[src/rtl/md_issue_ctrl.sv]
// md_issue_ctrl: issue/collect controller between execute and the multicycle mult/div units.
// Optional build macro MD_DIV_ZERO_BYPASS_EN: a divide by zero accepted in IDLE skips the divider.
module md_issue_ctrl #(
    parameter int WIDTH    = 32,
    parameter int TAG_W    = 5,
    parameter int MIN_WAIT = 2
) (
    input  logic             clock,
    input  logic             reset_n,
    input  logic             req_valid,
    input  logic             req_op,
    input  logic [WIDTH-1:0] req_a,
    input  logic [WIDTH-1:0] req_b,
    input  logic [TAG_W-1:0] req_tag,
    output logic             req_ready,
    output logic             stall,
    output logic [WIDTH-1:0] div_dividend,
    output logic [WIDTH-1:0] div_divisor,
    output logic             div_start,
    input  logic [WIDTH-1:0] div_out,
    input  logic             div_rdy,
    input  logic             div_ovf,
    output logic [WIDTH-1:0] mult_a,
    output logic [WIDTH-1:0] mult_b,
    output logic             mult_start,
    input  logic [WIDTH-1:0] mult_out,
    input  logic             mult_rdy,
    input  logic             mult_ovf,
    output logic             resp_valid,
    input  logic             resp_ready,
    output logic [WIDTH-1:0] resp_data,
    output logic             resp_exc,
    output logic [TAG_W-1:0] resp_tag
);

    localparam int CNT_W = (MIN_WAIT < 1) ? 1 : $clog2(MIN_WAIT + 1);

    typedef enum logic [1:0] {
        IDLE   = 2'd0,
        LAUNCH = 2'd1,
        WAIT   = 2'd2,
        HOLD   = 2'd3
    } state_t;

    state_t           state_r;
    state_t           nextState_s;
    logic             opDiv_r;
    logic [WIDTH-1:0] opA_r;
    logic [WIDTH-1:0] opB_r;
    logic [TAG_W-1:0] opTag_r;
    logic [CNT_W-1:0] waitCnt_r;
    logic             divStart_r;
    logic             multStart_r;
    logic             respValid_r;
    logic             respExc_r;
    logic [WIDTH-1:0] respData_r;
    logic [TAG_W-1:0] respTag_r;

    logic             accept_s;
    logic             bypass_s;
    logic             launch_s;
    logic             capture_s;
    logic             selRdy_s;
    logic             selOvf_s;
    logic [WIDTH-1:0] selOut_s;

    assign req_ready    = (state_r == IDLE) | ((state_r == HOLD) & resp_ready);
    assign stall        = (state_r != IDLE);
    assign accept_s     = req_valid & req_ready;

    assign div_dividend = opA_r;
    assign div_divisor  = opB_r;
    assign mult_a       = opA_r;
    assign mult_b       = opB_r;
    assign div_start    = divStart_r;
    assign mult_start   = multStart_r;
    assign resp_valid   = respValid_r;
    assign resp_data    = respData_r;
    assign resp_exc     = respExc_r;
    assign resp_tag     = respTag_r;

`ifdef MD_DIV_ZERO_BYPASS_EN
    assign bypass_s = accept_s & (state_r == IDLE) & req_op & (req_b == {WIDTH{1'b0}});
`else
    assign bypass_s = 1'b0;
`endif
    assign launch_s = accept_s & ~bypass_s;

    // Only the unit that was started is listened to; the other unit's rdy is noise.
    always_comb begin
        selRdy_s = 1'b0;
        selOvf_s = 1'b0;
        selOut_s = {WIDTH{1'b0}};
        if (opDiv_r) begin
            selRdy_s = div_rdy;
            selOvf_s = div_ovf;
            selOut_s = div_out;
        end else begin
            selRdy_s = mult_rdy;
            selOvf_s = mult_ovf;
            selOut_s = mult_out;
        end
    end

    // A stale rdy left over from the previous operation is masked until the counter drains.
    assign capture_s = (state_r == WAIT) & (waitCnt_r == {CNT_W{1'b0}}) & selRdy_s;

    // Next-state logic
    always_comb begin
        nextState_s = state_r;
        case (state_r)
            IDLE: begin
                if (bypass_s) begin
                    nextState_s = HOLD;
                end else if (launch_s) begin
                    nextState_s = LAUNCH;
                end else begin
                    nextState_s = IDLE;
                end
            end
            LAUNCH: nextState_s = WAIT;
            WAIT: begin
                if (capture_s) begin
                    nextState_s = HOLD;
                end else begin
                    nextState_s = WAIT;
                end
            end
            HOLD: begin
                if (launch_s) begin
                    nextState_s = LAUNCH;
                end else if (resp_ready) begin
                    nextState_s = IDLE;
                end else begin
                    nextState_s = HOLD;
                end
            end
            default: nextState_s = IDLE;
        endcase
    end

    // State register
    always_ff @(posedge clock or negedge reset_n) begin
        if (!reset_n) begin
            state_r <= IDLE;
        end else begin
            state_r <= nextState_s;
        end
    end

    // Request latch, start pulses and rdy-mask counter
    always_ff @(posedge clock or negedge reset_n) begin
        if (!reset_n) begin
            opDiv_r     <= 1'b0;
            opA_r       <= {WIDTH{1'b0}};
            opB_r       <= {WIDTH{1'b0}};
            opTag_r     <= {TAG_W{1'b0}};
            divStart_r  <= 1'b0;
            multStart_r <= 1'b0;
            waitCnt_r   <= {CNT_W{1'b0}};
        end else begin
            if (accept_s) begin
                opDiv_r <= req_op;
                opA_r   <= req_a;
                opB_r   <= req_b;
                opTag_r <= req_tag;
            end
            divStart_r  <= launch_s & req_op;
            multStart_r <= launch_s & ~req_op;
            if (launch_s) begin
                waitCnt_r <= CNT_W'(MIN_WAIT);
            end else if (waitCnt_r != {CNT_W{1'b0}}) begin
                waitCnt_r <= waitCnt_r - CNT_W'(1);
            end
        end
    end

    // Result capture; held untouched through HOLD until the next capture or bypass
    always_ff @(posedge clock or negedge reset_n) begin
        if (!reset_n) begin
            respValid_r <= 1'b0;
            respData_r  <= {WIDTH{1'b0}};
            respExc_r   <= 1'b0;
            respTag_r   <= {TAG_W{1'b0}};
        end else begin
            respValid_r <= (nextState_s == HOLD);
            if (capture_s) begin
                respData_r <= selOut_s;
                respExc_r  <= selOvf_s;
                respTag_r  <= opTag_r;
            end else if (bypass_s) begin
                respData_r <= {WIDTH{1'b0}};
                respExc_r  <= 1'b1;
                respTag_r  <= req_tag;
            end
        end
    end

endmodule

[config.mk]
export PLATFORM = sky130hd
export DESIGN_NAME = md_issue_ctrl
export DESIGN_NICKNAME = d
export VERILOG_FILES = /design/src/rtl/md_issue_ctrl.sv
export SDC_FILE = /design/constraint.sdc
export NUM_CORES = 1
export LEC_CHECK = 0
export CORE_MARGIN = 2
export CORE_UTILIZATION = 38
export CTS_CLUSTER_SIZE = 20
export DETAILED_ROUTE_END_ITERATION = 8
export PLACE_DENSITY = 0.78
export SETUP_SLACK_MARGIN = 0.02
export SYNTH_ARGS = -nofsm -noshare
export SYNTH_HDL_FRONTEND = slang
export SYNTH_SLANG_ARGS = --single-unit
[constraint.sdc]
create_clock -name clock -period 1.5 [get_ports clock]
set_input_delay 0.225 -clock clock [delete_from_list [all_inputs] [get_ports clock]]
set_output_delay 0.225 -clock clock [all_outputs]
set_load 0.01 [all_outputs]
==> flow_metrics.tcl, run 1 <==
set metrics [dict create \
    place_hpwl_mm 15.1 \
    clk_path_buf_depth 2 \
    holdWs_ns 0.226 \
    ys_ff_latch 115 \
    crit_fanout 20 \
    htreeDepth 4 \
    worstSetupPathType "register to register" \
    worst_path_max_delay_cell "dfrtp_2" \
    p_leak_nw 4.92 \
    synthMuxAreaShare 0.146 \
    fin_crit_ns 1.65 \
    rsz0062_at_grt "true" \
    grt_overflow_total 0 \
    setup-violations-final 97 \
    ios 313 \
    worst_pin_slew_ns 0.632 \
    path_cells "buf_6 -> buf_12 -> and2b_1 -> and3_4 -> buf_12 -> mux2_4" \
    grt_max_degree 65 \
    gp_congestion 0.757 \
    final_cell_mix "160 x dlygate4sd2_1, 139 x clkdlybuf4s50_1, 108 x dfrtp_1" \
    synth_top_family_by_area "compound AO/OA/AOI/OAI gates" \
    p_sw_w 0.00960 \
    cts_tree "yes" \
    worstSkewPairLatency_ns 0.41 \
    finalWirelength_mm 25.8 \
    preCtsSetupSlack_ns -0.287 \
    cp_data_required_time_ns 1.79 \
    timing.final.ws_setup_ns -0.154 \
    numClockSinks 115 \
    synth_simple_gate_area_frac 0.0510 \
    portBuffers 312 \
    synth_ff_type "dfrtp_1" \
    clock-root-buffer "clkbuf_16" \
    row_count 48 \
    netlist_instances 619 \
    syn2layout_area_growth_pct 76.1 \
    nFillCells 1229 \
    slew_violations 0 \
    clkPwrFrac 0.163 \
    viasPerCell 5.85 \
    violations "setup timing" \
    p_per_area_mw_per_mm2 2100 \
    finalHoldViolations 0 \
    crit_path_max_incr_delay_ns 0.42 \
    nNetsFinal 1052 \
    drc_errors 0 \
    max_slew_margin 0.579 \
    syn-cell-area_mm2 0.00665 \
    drive_gt1_frac 0.364 \
    wl_per_cell_um 22.5 \
    power_w 0.0246 \
    start_util 0.387 \
    dieArea_mm2 0.0186 \
    cts_buffers 17 \
    drtIter0Drc 378 \
    status "finished with violations" \
    maxCapViolCount 0 \
    power.internal_w 0.0150 \
    path_clk_slew_ns 0.06 \
    min_path_type "input port to async pin" \
    async_reset_ff_frac 1.00 \
    fmax_mhz 605 \
    synthAdderAreaFrac 0.00188 \
    post-route-period-util 1.10 \
    syn_avg_cell_area_um2 10.7 \
    synth_nets 762 \
    comb_power_share 0.584 \
    worst_ir_drop_vdd_mv 1.14 \
    startpoint_type "register" \
    ys_types 30 \
    swShare 0.391 \
    final_common_cell "dlygate4sd2_1" \
    synth_compound_area_frac 0.242 \
    final_antenna_net_count 0 \
    seqPwrFrac 0.253 \
    firstDrtPassIters 6 \
    crit_top_cell "buf_12" \
    die_x_um 136 \
    yosys_warnings 0 \
    die_height_um 136 \
    grt_pass1_wl_mm 33.3 \
    fin_skew_ns 0.00741 \
    grt_pass1_vias 6119 \
    crit_arrival_ns 1.94 \
    ys_seq_area_frac 0.433 \
    synth-edff-count 0 \
    synth-xor-area-share 0.00132 \
    antennaDiodeCount 0 \
    vias 6706 \
    end_kind "register" \
    core_area_mm2 0.0172 \
    grtUsageTotal 0.232 \
    antenna_found_initial 0 \
]
-- per-stage QoR --
stage	TNS [ns]	utilization	instances	cell area [µm²]
2_1_floorplan	-4.19	-	619	6650
3_3_place_gp	-20.10	0.566	1067	9720
3_5_place_dp	-22.22	0.566	1067	9720
4_1_cts	-4.84	0.603	1128	10400
5_1_grt	-12.68	0.681	1146	11700
6_report	-7.61	0.681	1146	11700
-- sequential cells by signal (all words and copies together), names as in the netlist --
name / cells
div_dividend: 32
div_divisor: 32
div_start: 1
mult_start: 1
opDiv_r: 1
opTag_r: 5
resp_data: 32
resp_exc: 1
resp_tag: 5
resp_valid: 1
state_r: 2
waitCnt_r: 2
-- layer usage --
| metal | wire length [µm] | part of all wire | track usage | vias to the layer above |
|---|---|---|---|---|
| li1 | - | - | - | 2925 |
| met3 | 2220 | 0.086 | 0.0716 | 47 |
| met4 | 620 | 0.024 | 0.0770 | 0 |
| met2 | 13000 | 0.50 | 0.386 | 361 |
| met5 | 0 | 0 | 0 | - |
| met1 | 9980 | 0.39 | 0.286 | 3373 |
-- path summary, 6_finish.rpt --
kind | from | endpoint | slack (ns) | cells after the start
min reg2reg | resp_data[4] | resp_data[4] | 0.50 | 1
max reg2reg | state_r[1] | resp_data[21] | -0.15 | 6
min in group clock | req_valid | waitCnt_r[0] | 0.31 | 3
max | state_r[1] | resp_data[21] | -0.15 | 6
max in group asynchronous | reset_n | div_dividend[25] | 0.65 | 3
min | reset_n | div_divisor[30] | 0.23 | 2
-- what timing repair did --
| action | in CTS | in global routing |
|---|---|---|
| resized for setup | 195 | 164 |
| hold endpoints to repair | 20 | 0 |
| pin swaps | 10 | 31 |
| endpoints found under the setup margin | 210 | 118 |
| hold buffers | 1 | 0 |
| setup buffers | 29 | 7 |
| gates cloned | 0 | 11 |
-- power groups by stage --
| stage | Combinational (W) | Clock (W) | Sequential, W |
|---|---|---|---|
| after detailed placement | 0.0123 | 0 | 0.00630 |
| after global placement | 0.0121 | 0 | 0.00624 |
| after floorplan | 0.00643 | 0 | 0.00660 |
| after global routing | 0.0151 | 0.00420 | 0.00641 |
| after CTS | 0.0116 | 0.00405 | 0.00601 |
| final | 0.0144 | 0.00400 | 0.00621 |
-- critical path: cells and delay by family, from the launching register on --
| family | cells | cell delay (ns) |
|---|---|---|
| buffers and inverters | 3 | 0.42 |
| AND/OR/NAND/NOR | 2 | 0.38 |
| flip-flops | 1 | 0.42 |
| multiplexers | 1 | 0.31 |
-- area by class of cell --
cell class,instances,area (µm²),share of cell area
Tap cell,225,282,0.0241
Sequential cell,115,2890,0.247
Clock inverter,12,131,0.0112
Multi-Input combinational cell,373,3960,0.338
Timing Repair Buffer,397,3970,0.339
Clock buffer,19,453,0.0387
Inverter,5,21.3,0.00182
-- synthesized netlist by cell type (2+ instances only) --
master	n	area, µm²
clkbuf_1	46	173
a21oi_1	2	10.0
mux2_2	34	383
o32ai_1	70	613
inv_2	2	7.51
inv_1	3	11.3
mux2_4	39	586
dfrtp_1	115	2880
dlygate4sd1_1	2	17.5
buf_12	4	80.1
buf_2	8	40.0
nor2_1	73	274
buf_4	64	480
and3_1	2	12.5
o22ai_1	70	438
buf_6	2	22.5
a211oi_1	70	526
-- cells by family (layout without fill, tap and decap cells) --
family	Yosys count	count (layout)
mux	73	73
simple gates	83	83
flops	115	115
buf+inv	131	433
xor+xnor	1	1
fa+ha+maj	1	1
compound gates	215	215
(Power assumes the default switching activity.)
==> run 2, diff against run 1 <==
--- a/config.mk
+++ b/config.mk
@@ -5,10 +5,12 @@
 export SDC_FILE = /design/constraint.sdc
 export NUM_CORES = 1
 export LEC_CHECK = 0
+export ABC_AREA = 0
 export CORE_MARGIN = 2
 export CORE_UTILIZATION = 38
 export CTS_CLUSTER_SIZE = 20
 export DETAILED_ROUTE_END_ITERATION = 8
+export GPL_ROUTABILITY_DRIVEN = 0
 export PLACE_DENSITY = 0.78
 export SETUP_SLACK_MARGIN = 0.02
 export SYNTH_ARGS = -nofsm -noshare
==> results of run 2 <==
Same layout as run 1: the final DEF is identical, and so are final timing and power.
